### config.mk
export PLATFORM = sky130hd
export DESIGN_NAME = dmem_ctrl
export DESIGN_NICKNAME = d
export VERILOG_FILES = /design/src/rtl/dmem_ctrl_pkg.sv /design/src/rtl/dmem_ctrl_wait_counter.sv /design/src/rtl/dmem_ctrl.sv
export SDC_FILE = /design/constraint.sdc
export NUM_CORES = 1
export LEC_CHECK = 0
export CAP_MARGIN = 20
export CELL_PAD_IN_SITES_DETAIL_PLACEMENT = 1
export CELL_PAD_IN_SITES_GLOBAL_PLACEMENT = 1
export CORE_MARGIN = 1
export CORE_UTILIZATION = 30
export CTS_BUF_LIST = sky130_fd_sc_hd__clkbuf_4 sky130_fd_sc_hd__clkbuf_8
export DETAILED_ROUTE_END_ITERATION = 12
export GPL_ROUTABILITY_DRIVEN = 0
export PLACE_DENSITY_LB_ADDON = 0.15
export SLEW_MARGIN = 20
export SYNTH_ARGS = -nofsm -noshare
export SYNTH_HDL_FRONTEND = slang
export SYNTH_SLANG_ARGS = --single-unit
### constraint.sdc
create_clock -name clk -period 1.6 [get_ports clk]
set_input_delay 0.32 -clock clk [delete_from_list [all_inputs] [get_ports clk]]
set_output_delay 0.32 -clock clk [all_outputs]
set_load 0.05 [all_outputs]
### src/rtl/dmem_ctrl_pkg.sv
// -----------------------------------------------------------------------------
// dmem_ctrl_pkg
// Shared types and constants for the data-memory access controller.
//   state_t      : controller FSM states (IDLE, BUSY, RESP)
//   DEF_LATENCY  : default number of wait cycles before the memory access
//   CNT_W        : width of the wait counter (supports LATENCY 1..15)
//   lat_to_cnt() : converts a latency in cycles to the counter preload value
// -----------------------------------------------------------------------------
package dmem_ctrl_pkg;

   typedef enum logic [1:0] {
      IDLE = 2'd0,
      BUSY = 2'd1,
      RESP = 2'd2
   } state_t;

   localparam int DEF_LATENCY = 4;
   localparam int CNT_W       = 4;

   // The counter reaches zero in the last BUSY cycle, so it starts one
   // below the latency.
   function automatic logic [CNT_W-1:0] lat_to_cnt(input int lat);
      return CNT_W'(lat - 1);
   endfunction

endpackage

### src/rtl/dmem_ctrl_wait_counter.sv
// -----------------------------------------------------------------------------
// dmem_ctrl_wait_counter
// Loadable down-counter with a zero flag. Saturates at zero (never wraps).
// Ports:
//   clk, rst     : clock, synchronous active-high reset (count -> 0)
//   i_load       : load i_load_val (has priority over decrement)
//   i_load_val   : preload value
//   i_dec        : decrement by one when nonzero
//   o_zero       : count equals zero
// -----------------------------------------------------------------------------
module dmem_ctrl_wait_counter
   import dmem_ctrl_pkg::*;
(
   input  logic             clk,
   input  logic             rst,
   input  logic             i_load,
   input  logic [CNT_W-1:0] i_load_val,
   input  logic             i_dec,
   output logic             o_zero
);

   logic [CNT_W-1:0] r_cnt;

   always_ff @(posedge clk) begin
      if (rst) begin
         r_cnt <= '0;
      end else if (i_load) begin
         r_cnt <= i_load_val;
      end else if (i_dec && (r_cnt != '0)) begin
         r_cnt <= r_cnt - 1'b1;
      end
   end

   assign o_zero = (r_cnt == '0);

endmodule

### src/rtl/dmem_ctrl.sv
// -----------------------------------------------------------------------------
// dmem_ctrl
// Multi-cycle access controller between the pipeline MEM stage and a
// single-cycle data memory. Accepts one load/store, stalls the pipeline for
// LATENCY wait cycles, issues exactly one memory access in the last wait
// cycle and returns load data with a one-cycle valid pulse.
//
// Configuration macro: DMEM_ALIGN_CHK_EN
//   defined   : odd byte addresses are rejected with a one-cycle err pulse,
//               no memory access is made.
//   undefined : err is tied 0 and mem_addr[0] is forced to 0.
//
// Parameters: DWIDTH (data width), AWIDTH (byte-address width),
//             LATENCY (wait cycles, legal 1..15)
// Ports:
//   clk, rst        : clock, synchronous active-high reset
//   req_valid       : pipeline request, held stable while stall=1
//   req_wr          : 1 = store, 0 = load
//   req_addr        : byte address
//   req_wdata       : store data
//   stall           : combinational pipeline freeze
//   rdata           : registered load result
//   rdata_valid     : one-cycle pulse, load result valid
//   err             : one-cycle pulse, misaligned request
//   mem_en, mem_wr  : memory enable / write, only in the final BUSY cycle
//   mem_addr        : memory byte address (held from capture)
//   mem_wdata       : memory write data (held from capture)
//   mem_rdata       : combinational memory read data
// -----------------------------------------------------------------------------
module dmem_ctrl
   import dmem_ctrl_pkg::*;
#(
   parameter int DWIDTH  = 16,
   parameter int AWIDTH  = 16,
   parameter int LATENCY = DEF_LATENCY
)(
   input  logic              clk,
   input  logic              rst,
   input  logic              req_valid,
   input  logic              req_wr,
   input  logic [AWIDTH-1:0] req_addr,
   input  logic [DWIDTH-1:0] req_wdata,
   output logic              stall,
   output logic [DWIDTH-1:0] rdata,
   output logic              rdata_valid,
   output logic              err,
   output logic              mem_en,
   output logic              mem_wr,
   output logic [AWIDTH-1:0] mem_addr,
   output logic [DWIDTH-1:0] mem_wdata,
   input  logic [DWIDTH-1:0] mem_rdata
);

   localparam logic [CNT_W-1:0] LP_CNT_INIT = lat_to_cnt(LATENCY);

   state_t            r_state;
   state_t            w_state_nxt;
   logic              r_wr;
   logic [AWIDTH-1:0] r_addr;
   logic [DWIDTH-1:0] r_wdata;
   logic [DWIDTH-1:0] r_rdata;
   logic              r_mis;

   logic              w_mis;
   logic              w_load_cnt;
   logic              w_dec;
   logic              w_zero;
   logic              w_access;

`ifdef DMEM_ALIGN_CHK_EN
   assign w_mis = req_addr[0];
`else
   assign w_mis = 1'b0;
`endif

   // Wait counter: loaded on accept, counts down through BUSY.
   dmem_ctrl_wait_counter u_wait_counter (
      .clk        (clk),
      .rst        (rst),
      .i_load     (w_load_cnt),
      .i_load_val (LP_CNT_INIT),
      .i_dec      (w_dec),
      .o_zero     (w_zero)
   );

   // State register
   always_ff @(posedge clk) begin
      if (rst) begin
         r_state <= IDLE;
      end else begin
         r_state <= w_state_nxt;
      end
   end

   // Next state and outputs
   always_comb begin
      w_state_nxt = r_state;
      w_load_cnt  = 1'b0;
      w_dec       = 1'b0;
      w_access    = 1'b0;
      stall       = 1'b0;
      case (r_state)
         IDLE: begin
            if (req_valid) begin
               stall       = 1'b1;
               w_load_cnt  = 1'b1;
               w_state_nxt = w_mis ? RESP : BUSY;
            end
         end
         BUSY: begin
            stall = 1'b1;
            if (w_zero) begin
               w_access    = 1'b1;
               w_state_nxt = RESP;
            end else begin
               w_dec = 1'b1;
            end
         end
         RESP: begin
            // Any req_valid seen here belongs to the request just serviced.
            w_state_nxt = IDLE;
         end
         default: begin
            w_state_nxt = IDLE;
         end
      endcase
   end

   // Request capture and load-data latch
   always_ff @(posedge clk) begin
      if (rst) begin
         r_wr    <= 1'b0;
         r_addr  <= '0;
         r_wdata <= '0;
         r_rdata <= '0;
         r_mis   <= 1'b0;
      end else begin
         if (w_load_cnt) begin
            r_wr    <= req_wr;
            r_addr  <= req_addr;
            r_wdata <= req_wdata;
            r_mis   <= w_mis;
         end
         if (w_access && !r_wr) begin
            r_rdata <= mem_rdata;
         end
      end
   end

   // Gating with rst guarantees an abort in the final BUSY cycle leaves
   // memory untouched.
   assign mem_en      = w_access & ~rst;
   assign mem_wr      = w_access & r_wr & ~rst;
   assign mem_wdata   = r_wdata;
   assign rdata       = r_rdata;
   assign rdata_valid = (r_state == RESP) & ~r_wr & ~r_mis;

`ifdef DMEM_ALIGN_CHK_EN
   assign mem_addr = r_addr;
   assign err      = (r_state == RESP) & r_mis;
`else
   assign mem_addr = r_addr & ~{{(AWIDTH-1){1'b0}}, 1'b1};
   assign err      = 1'b0;
`endif

endmodule

* Word level (Yosys, flattened, before mapping)
Cells that the tools add are included.
** Word-level totals
- Register bits :: 55
- Bits of input ports :: 52
- Output and inout port bits :: 53
- Logic and storage cells :: 39
** Operators by class
- Add/sub/neg operators :: 1
- Equal/unequal tests :: 4
- Mux-type cells :: 12
- Bitwise operators :: 6
- Reduce and logical (&&, ||, !) cells :: 9
** Operators by type and width (number)
- $mux 2 :: 4
- $mux 1 :: 6
- $and 1x1->1 :: 4
- $logic_not 4->1 :: 1
- $pmux 2 s2 :: 1
- $reduce_bool 4->1 :: 1
- $sub 4x1->4 const B :: 1
- $eq 2x1->1 const B :: 1
- $eq 2x2->1 const B :: 1
- $logic_and 1x1->1 :: 2
- $logic_not 2->1 :: 1
- $ne 2x1->1 const B :: 1
- $ne 2x2->1 const B :: 1
- $not 1->1 :: 2
- $pmux 1 s2 :: 1
- $reduce_and 2->1 :: 1
- $reduce_bool 2->1 :: 1
- $reduce_or 2->1 :: 1
- $logic_not 1->1 :: 1

* Depth between registers and ports, before layout
Gate-level depths: netlist (run 1).
- Word-level depth :: 6
- Depth in mapped cells :: 6
- Gate-level depth less buffers :: 5

* Hierarchy
From an unflattened synthesis (run 1), not the netlist that was laid out.
** Second synthesis, totals
- Cells, all modules :: 254
- Area total of the unflattened synthesis :: 2580.0 µm²
** By module, submodules not included
- dmem_ctrl :: instances 1, cells an instance 225, area each 2317.2 µm², sequential area each 1001.0 µm²
- dmem_ctrl_wait_counter :: instances 1, cells an instance 29, area each 262.8 µm², sequential area each 80.1 µm²

* Worst setup path after synthesis (run 1)
OpenSTA, ideal clock, no wires.
- Kind :: register -> output
- Start :: reg u_wait_counter.r_cnt[0]
- End :: out mem_wr
- Arrival time :: 2120 ps
- Required time :: 1280 ps
- Setup slack :: -840 ps
- Stages on the path, launching flop included :: 6
- Buffers on the path :: 0
- Path through :: dfxtp_1 > inv_1 > ha_1 > nor3b_4 > nand2_1 > nor3b_1
** On the way
- Longest elaborated chain between the ends :: 5
** RTL lines
- start: declaration :: line dmem_ctrl_wait_counter.sv:22 : logic [CNT_W-1:0] r_cnt;
- start signal: assignment :: line dmem_ctrl_wait_counter.sv:28 : r_cnt <= i_load_val;
- start signal: assignment :: line dmem_ctrl_wait_counter.sv:30 : r_cnt <= r_cnt - 1'b1;
- $logic_not 4->1 :: line dmem_ctrl_wait_counter.sv:34 : assign o_zero = (r_cnt == '0);
- $mux 1 :: line dmem_ctrl.sv:112 : if (w_zero) begin
- $mux 1 :: line dmem_ctrl.sv:102 : case (r_state)
- $and 1x1->1 (2 in series) :: line dmem_ctrl.sv:153 : assign mem_wr = w_access & r_wr & ~rst;
- end: declaration :: line dmem_ctrl.sv:48 : output logic mem_wr,
Every way passes these cells.

* Final worst setup path (run 1)
- Start :: reg u_wait_counter.r_cnt[0]
- End :: out mem_en
** On the way
- Longest elaborated chain between the ends :: 4
** RTL lines
- $logic_not 4->1 :: line dmem_ctrl_wait_counter.sv:34
- $mux 1 :: line dmem_ctrl.sv:112
- $mux 1 :: line dmem_ctrl.sv:102
- $and 1x1->1 :: line dmem_ctrl.sv:152 : assign mem_en = w_access & ~rst;
- end: declaration :: line dmem_ctrl.sv:47 : output logic mem_en,
Every way passes these cells.

==> reports/qor.csv, run 1 <==
metric,value,unit
Worst Path Required,1.28,ns
Final Slew Violations,0,
first-pass GRT wire length,10100,um
Crit Path Class,register to output port,
post-route cell area,3510,um2
switching power total,0.00121,W
drt drc,0,
period utilization,117,%
DRT iter0 DRCs,44,
Final Hold Fails,0,
initial antenna violation count,0,
unrepaired setup endpoints after global routing,yes,
GR Overflow Total,0,
CP top delay family,simple AND/OR/NAND/NOR gates,
Antenna Cells,0,
routed wire length,6440,um
CP endpoint kind,output port,
sequential element share of the synthesized area,49.1,%
Tmin final,1.87,ns
register share of total power,41.0,%
Avg WL per Cell,14.0,um
CTS Buf Count,5,
"commonest non-fill, non-tap cells in the layout","nand2_1, buf_4, dfxtp_1",
"Cell Area, Synth",2200,um2
failing checks,setup timing,
GRT Resource Usage Total,16.6,%
Critical Path AT,1.55,ns
clock share of power,26.8,%
nets@finish,415,
Initial Utilization,31.7,%
die width,87.7,um
P per Cell Area,1040,nW/um2
"Worst Setup Slack, final",-0.273,ns
status,"complete, but fails checks",
port bufs,101,
Inst Count DP,448,
"slowest stage delay, CP",0.34,ns
cells along the critical path,"inv_2, ha_4, nor3b_4, nand2_2, buf_4, nor2_4, buf_12",
Mean Syn Cell Area,8.64,um2
Comb power frac,32.2,%
vias,2191,
row count,30,
Worst Hold Class,register to register,
First-pass DRT Iterations,4,
# setup viols final,2,
Buf/Inv on CP,3,
Int Pwr,0.00244,W
"Distinct cells, synth",30,
largest net degree at the start of global routing,33,
CTS root buf,clkbuf_8,
CP Launch Type,register,
Layout area overhead,59.3,%
sw frac,33.2,%
clk_lat worst skew,0.31,ns
max-capacitance violation count,0,
Final Instance Count excl. Fillers,459,
Antenna Violating Nets Remaining,0,
Seq cells post-synth,54,
total power draw,0.00365,W
H-tree Lvls,2,
CTS tree,yes,
"Reg clk slew, reported paths",0.10,ns
Ports,105,
Place WS,-0.151,ns
Pleak,1.41,nW
Die Span Y,87.7,um
fmax,534,MHz
core area,6940,um2
die area,7690,um2
placed cell area,3290,um2
vias in the first global route,2090,
HPWL after detailed placement,4380,um
CTS Sinks,54,
synth warn,0,
clk_skew,0.0118,ns
Clock Path Buffers,2,
crit path max fanout,3,
via/cell ratio,4.77,
critical path's slowest cell,dfxtp_2,
Post-Syn Instances,255,
worst vdd ir,0.404,mV
layout cell share with drive strength beyond 1,30.6,%
layout make-up:
| cell class | instances | area [um2] |
|---|---|---|
| Fill cell | 821 | 3440 |
| Timing Repair Buffer | 122 | 1130 |
| Sequential cell | 54 | 1080 |
| Multi-Input combinational cell | 175 | 1030 |
| Tap cell | 96 | 120 |
| Clock buffer | 6 | 82.6 |
| Clock inverter | 2 | 38.8 |
| Inverter | 4 | 15.0 |
registers in the layout, summed over array words and instances (netlist names):
name	count
rdata	16
mem_wdata	16
r_wr	1
u_wait_counter.r_cnt	4
r_state	2
r_addr	15
worst paths after layout:
kind                      startpoint  slack (ns)                      end  cells after the start
min                        r_addr[8]        0.46                r_addr[8]                      2
max reg2reg  u_wait_counter.r_cnt[0]        0.03  u_wait_counter.r_cnt[1]                      7
min reg2reg                r_addr[8]        0.46                r_addr[8]                      2
max          u_wait_counter.r_cnt[0]       -0.27                   mem_en                      7
logic make-up after synthesis:
group / count (synthesis) / synth area share (%)
AND/OR/NAND/NOR: 98 / 23.6
AO/OA/AOI/OAI: 72 / 19.0
flip-flops: 54 / 49.1
buffers and inverters: 27 / 6.65
multiplexers: 2 / 0.909
adder cells (fa/ha/maj): 1 / 0.568
other: 1 / 0.170
metal layers:
metal | track usage, % | routed length [um]
met1 | 21.5 | 2930
met2 | 27.1 | 3060
met3 | 5.37 | 418
met4 | 3.58 | 38
met5 | 0 | 0
tightest hold or removal path: stages (launching register included):
cell     delay, ns
dfxtp_1       0.32
nand2_1       0.05
a21oi_1       0.05
metrics by stage:
stage	hold WS [ns]	TNS [ns]	util (%)
2_1_floorplan	0.456	-0.713	-
3_3_place_gp	0.442	-3.60	47.4
3_5_place_dp	0.447	-3.92	47.4
4_1_cts	0.463	-0.735	50.0
5_1_grt	0.485	-0.790	50.5
6_report	0.461	-0.542	50.5
what timing repair did:
item / 4_1_cts / 5_1_grt
setup buffers: 2 / 2
setup endpoints to repair: 2 / 21
hold buffers: 0 / 0
gates resized for setup: 13 / 4
pin swaps: 24 / 5
gates cloned: 0 / 1
power by group through the flow:
stage | registers (W) | logic, W | clock network [W]
final | 0.00150 | 0.00117 | 0.000979
after global routing | 0.00151 | 0.00125 | 0.00106
after CTS | 0.00150 | 0.00115 | 0.00102
after detailed placement | 0.00152 | 0.00111 | 0
after global placement | 0.00152 | 0.00110 | 0
after floorplan | 0.00179 | 0.000416 | 0
synthesized netlist by cell type (all sizes together):
| cell | count | share of area (%) |
|---|---|---|
| a311oi | 1 | 0.40 |
| nand2 | 65 | 11 |
| ha | 1 | 0.57 |
| or3 | 1 | 0.28 |
| nand2b | 1 | 0.28 |
| o21ai | 17 | 5.6 |
| clkbuf | 8 | 1.4 |
| or3b | 3 | 1.4 |
| buf | 15 | 4.6 |
| o21ba | 1 | 0.45 |
| conb | 1 | 0.17 |
| nor3 | 2 | 0.45 |
| nor2 | 3 | 0.51 |
| nor3b | 4 | 2.4 |
| nand3 | 2 | 0.45 |
| nand4b | 16 | 6.4 |
| nor2b | 1 | 0.40 |
| mux2i | 2 | 0.91 |
| a41o | 1 | 0.45 |
| a2111oi | 1 | 0.40 |
| a21oi | 50 | 11 |
| dfxtp | 54 | 49 |
| inv | 4 | 0.68 |
| a211oi | 1 | 0.34 |
Power figures use the tool's default switching activity.
==> inputs of run 2 (changes only) <==
- SLEW_MARGIN: 20 -> 0
==> results of run 2 <==
No change in the layout: final DEF, timing and power equal those of run 1.
==> inputs of run 3 (changes only) <==
- CORE_MARGIN: 1 -> 4
- CORE_UTILIZATION: 30 -> 33
- SYNTH_HIERARCHICAL: unset -> 1
==> reports/qor.csv, run 3 <==
metric,value,unit,change
core area,7410,um2,+6.7%
drt drc,0,,unchanged
CTS root buf,clkbuf_8,,
crit path max fanout,2,,-1
initial antenna violation count,0,,unchanged
Post-Syn Instances,254,,-0.39%
Antenna Cells,0,,unchanged
max-capacitance violation count,0,,unchanged
Crit Path Class,register to output port,,
port bufs,101,,unchanged
row count,31,,+3.3%
Area contributors post-synth,"dfxtp_1, nand2b_1, mux2i_1, buf_6, clkbuf_1",,
"Worst Setup Slack, final",-0.513,ns,-0.240 ns
CTS tree,yes,,
layout cell share with drive strength beyond 1,27.8,%,-2.8 points
Die Span Y,96.4,um,+10%
die width,96.4,um,+10%
Synth Flop Type,dfxtp_1,,
GR Overflow Total,0,,unchanged
synth warn,6,,+6
Worst Path Required,1.28,ns,about the same
CP Launch Type,register,,
Avg WL per Cell,13.7,um,-2.3%
Antenna Violating Nets Remaining,0,,unchanged
clk_lat worst skew,0.30,ns,about the same
# setup viols final,23,,+21
"Reg clk slew, reported paths",0.10,ns,about the same
top cell type's share of synthesized area,41.9,%,-7.2 points
HPWL after detailed placement,4650,um,+6.4%
CTS Buf Count,5,,unchanged
Inst Count DP,458,,+2.2%
First-pass DRT Iterations,4,,unchanged
Initial Utilization,34.8,%,+3.1 points
nets@finish,426,,+2.7%
unrepaired setup endpoints after global routing,yes,,
period utilization,132,%,+15 points
"commonest non-fill, non-tap cell in the layout",nand2b_1,,
status,"complete, but fails checks",,
routed wire length,6480,um,+0.64%
Mean Syn Cell Area,10.2,um2,+18%
fmax,473,MHz,-11%
Post-synth EDFFs,0,,unchanged
P per Cell Area,931,nW/um2,-11%
first-pass GRT wire length,10100,um,about the same
"count leader, synth",nand2b_1,,
vias in the first global route,2101,,+0.53%
Tmin final,2.11,ns,+0.240 ns
Final Hold Fails,0,,unchanged
Post-synth top cells,"nand2b_1, dfxtp_1, mux2i_1, clkbuf_1, nor2_1",,
H-tree Lvls,2,,unchanged
CTS Sinks,54,,unchanged
Layout area overhead,51.5,%,
GRT Resource Usage Total,13.7,%,-2.9 points
via/cell ratio,4.44,,-7.0%
worst vdd ir,0.380,mV,-5.9%
die area,9300,um2,+21%
Worst Hold Class,register to register,,
failing checks,setup timing,,
Final Instance Count excl. Fillers,473,,+3.1%
DRT iter0 DRCs,33,,-25%
"commonest non-fill, non-tap cells in the layout","nand2b_1, buf_4, dfxtp_1",,
Critical Path AT,1.79,ns,+0.24 ns
Ports,105,,unchanged
largest net degree at the start of global routing,105,,+220%
Pleak,1.62,nW,+15%
vias,2100,,-4.2%
Setup TNS,-5.46,ns,-4.91 ns
Seq cells post-synth,54,,unchanged
"Cell Area, Synth",2580,um2,+17%
"Distinct cells, synth",28,,-6.7%
CP endpoint kind,output port,,
Yosys top cell by area,dfxtp_1,,
sequential element share of the synthesized area,41.9,%,-7.2 points
clk_skew,0.00574,ns,-0.00607 ns
Clock Path Buffers,2,,unchanged
post-synthesis async set-or-reset flop share,0,%,unchanged
Place WS,-0.216,ns,-0.0651 ns
Final Slew Violations,0,,unchanged
==> run 3: cell count changes after synthesis, sizes merged, moves of 2 or more <==
cell,previous run,this run
nand2b,1,96
nand2,65,3
a21oi,50,0
mux2i,2,49
o21ai,17,0
nand4b,16,1
buf,15,10
nor2,3,7
and4bb,0,2
or3b,3,1
==> run 3: path summary, 6_finish.rpt <==
kind	start	endpoint	slack, ns	depth (start not counted)
worst min register to register	mem_wdata[9]	mem_wdata[9]	0.48	2
worst min-delay path	mem_wdata[9]	mem_wdata[9]	0.48	2
worst max register to register	u_wait_counter/r_cnt[0]	rdata[12]	-0.28	9
worst max-delay path	u_wait_counter/r_cnt[0]	mem_wr	-0.51	7
==> run 3: repair_timing <==
| action | 4_1_cts | 5_1_grt |
|---|---|---|
| setup buffers | 5 | 3 |
| pin swaps | 5 | 0 |
| resized for setup | 4 | 4 |
| hold buffers | 0 | 0 |
| gates cloned | 1 | 0 |
| endpoints found under the setup margin | 23 | 24 |
==> run 3: kinds of logic after synthesis <==
family                   synth area share (%)
AO/OA/AOI/OAI                            3.10
adder cells (fa/ha/maj)                 0.485
buffers and inverters                    5.67
flip-flops                               41.9
multiplexers                             19.0
other                                   0.291
AND/OR/NAND/NOR                          29.5
==> run 3: cell type report <==
class,instances,area [um2]
Multi-Input combinational cell,181,1410
Clock buffer,5,68.8
Tap cell,99,124
Fill cell,849,3500
Sequential cell,54,1080
Timing Repair Buffer,127,1160
Inverter,4,17.5
Clock inverter,3,40.0
==> run 3: layer usage <==
layer	track usage [%]	vias up	part of all wire [%]
met4	2.80	0	0.59
met2	25.3	43	54
li1	-	1056	-
met1	16.4	997	41
met5	0	-	0
met3	2.87	4	4.9
==> run 3: where the power goes <==
group	total [W]	switching, W	internal (W)	leakage (nW)
Combinational	0.00120	0.000650	0.000550	1.11
Clock	0.000921	0.000459	0.000462	0.0579
Sequential	0.00152	0.0000657	0.00145	0.443
Total	0.00364	0.00117	0.00246	1.62
==> run 3: metrics by stage <==
step                cell area [um2]  total power (W)  utilization, %  hold slack, ns
floorplan                      2620          0.00228               -           0.392
global placement               3710          0.00268            50.1           0.459
detailed placement             3710          0.00270            50.1           0.467
CTS                            3910          0.00369            52.7           0.487
global route                   3910          0.00382            52.8           0.506
finish                         3910          0.00364            52.8           0.476
==> run 3: worst max-delay path: stages, from the launching register on <==
cell and delay [ns]:
dfxtp_2 0.34, inv_2 0.07, ha_4 0.13, or3b_4 0.39
inv_4 0.06, and4bb_4 0.23, and2_4 0.15, buf_12 0.13
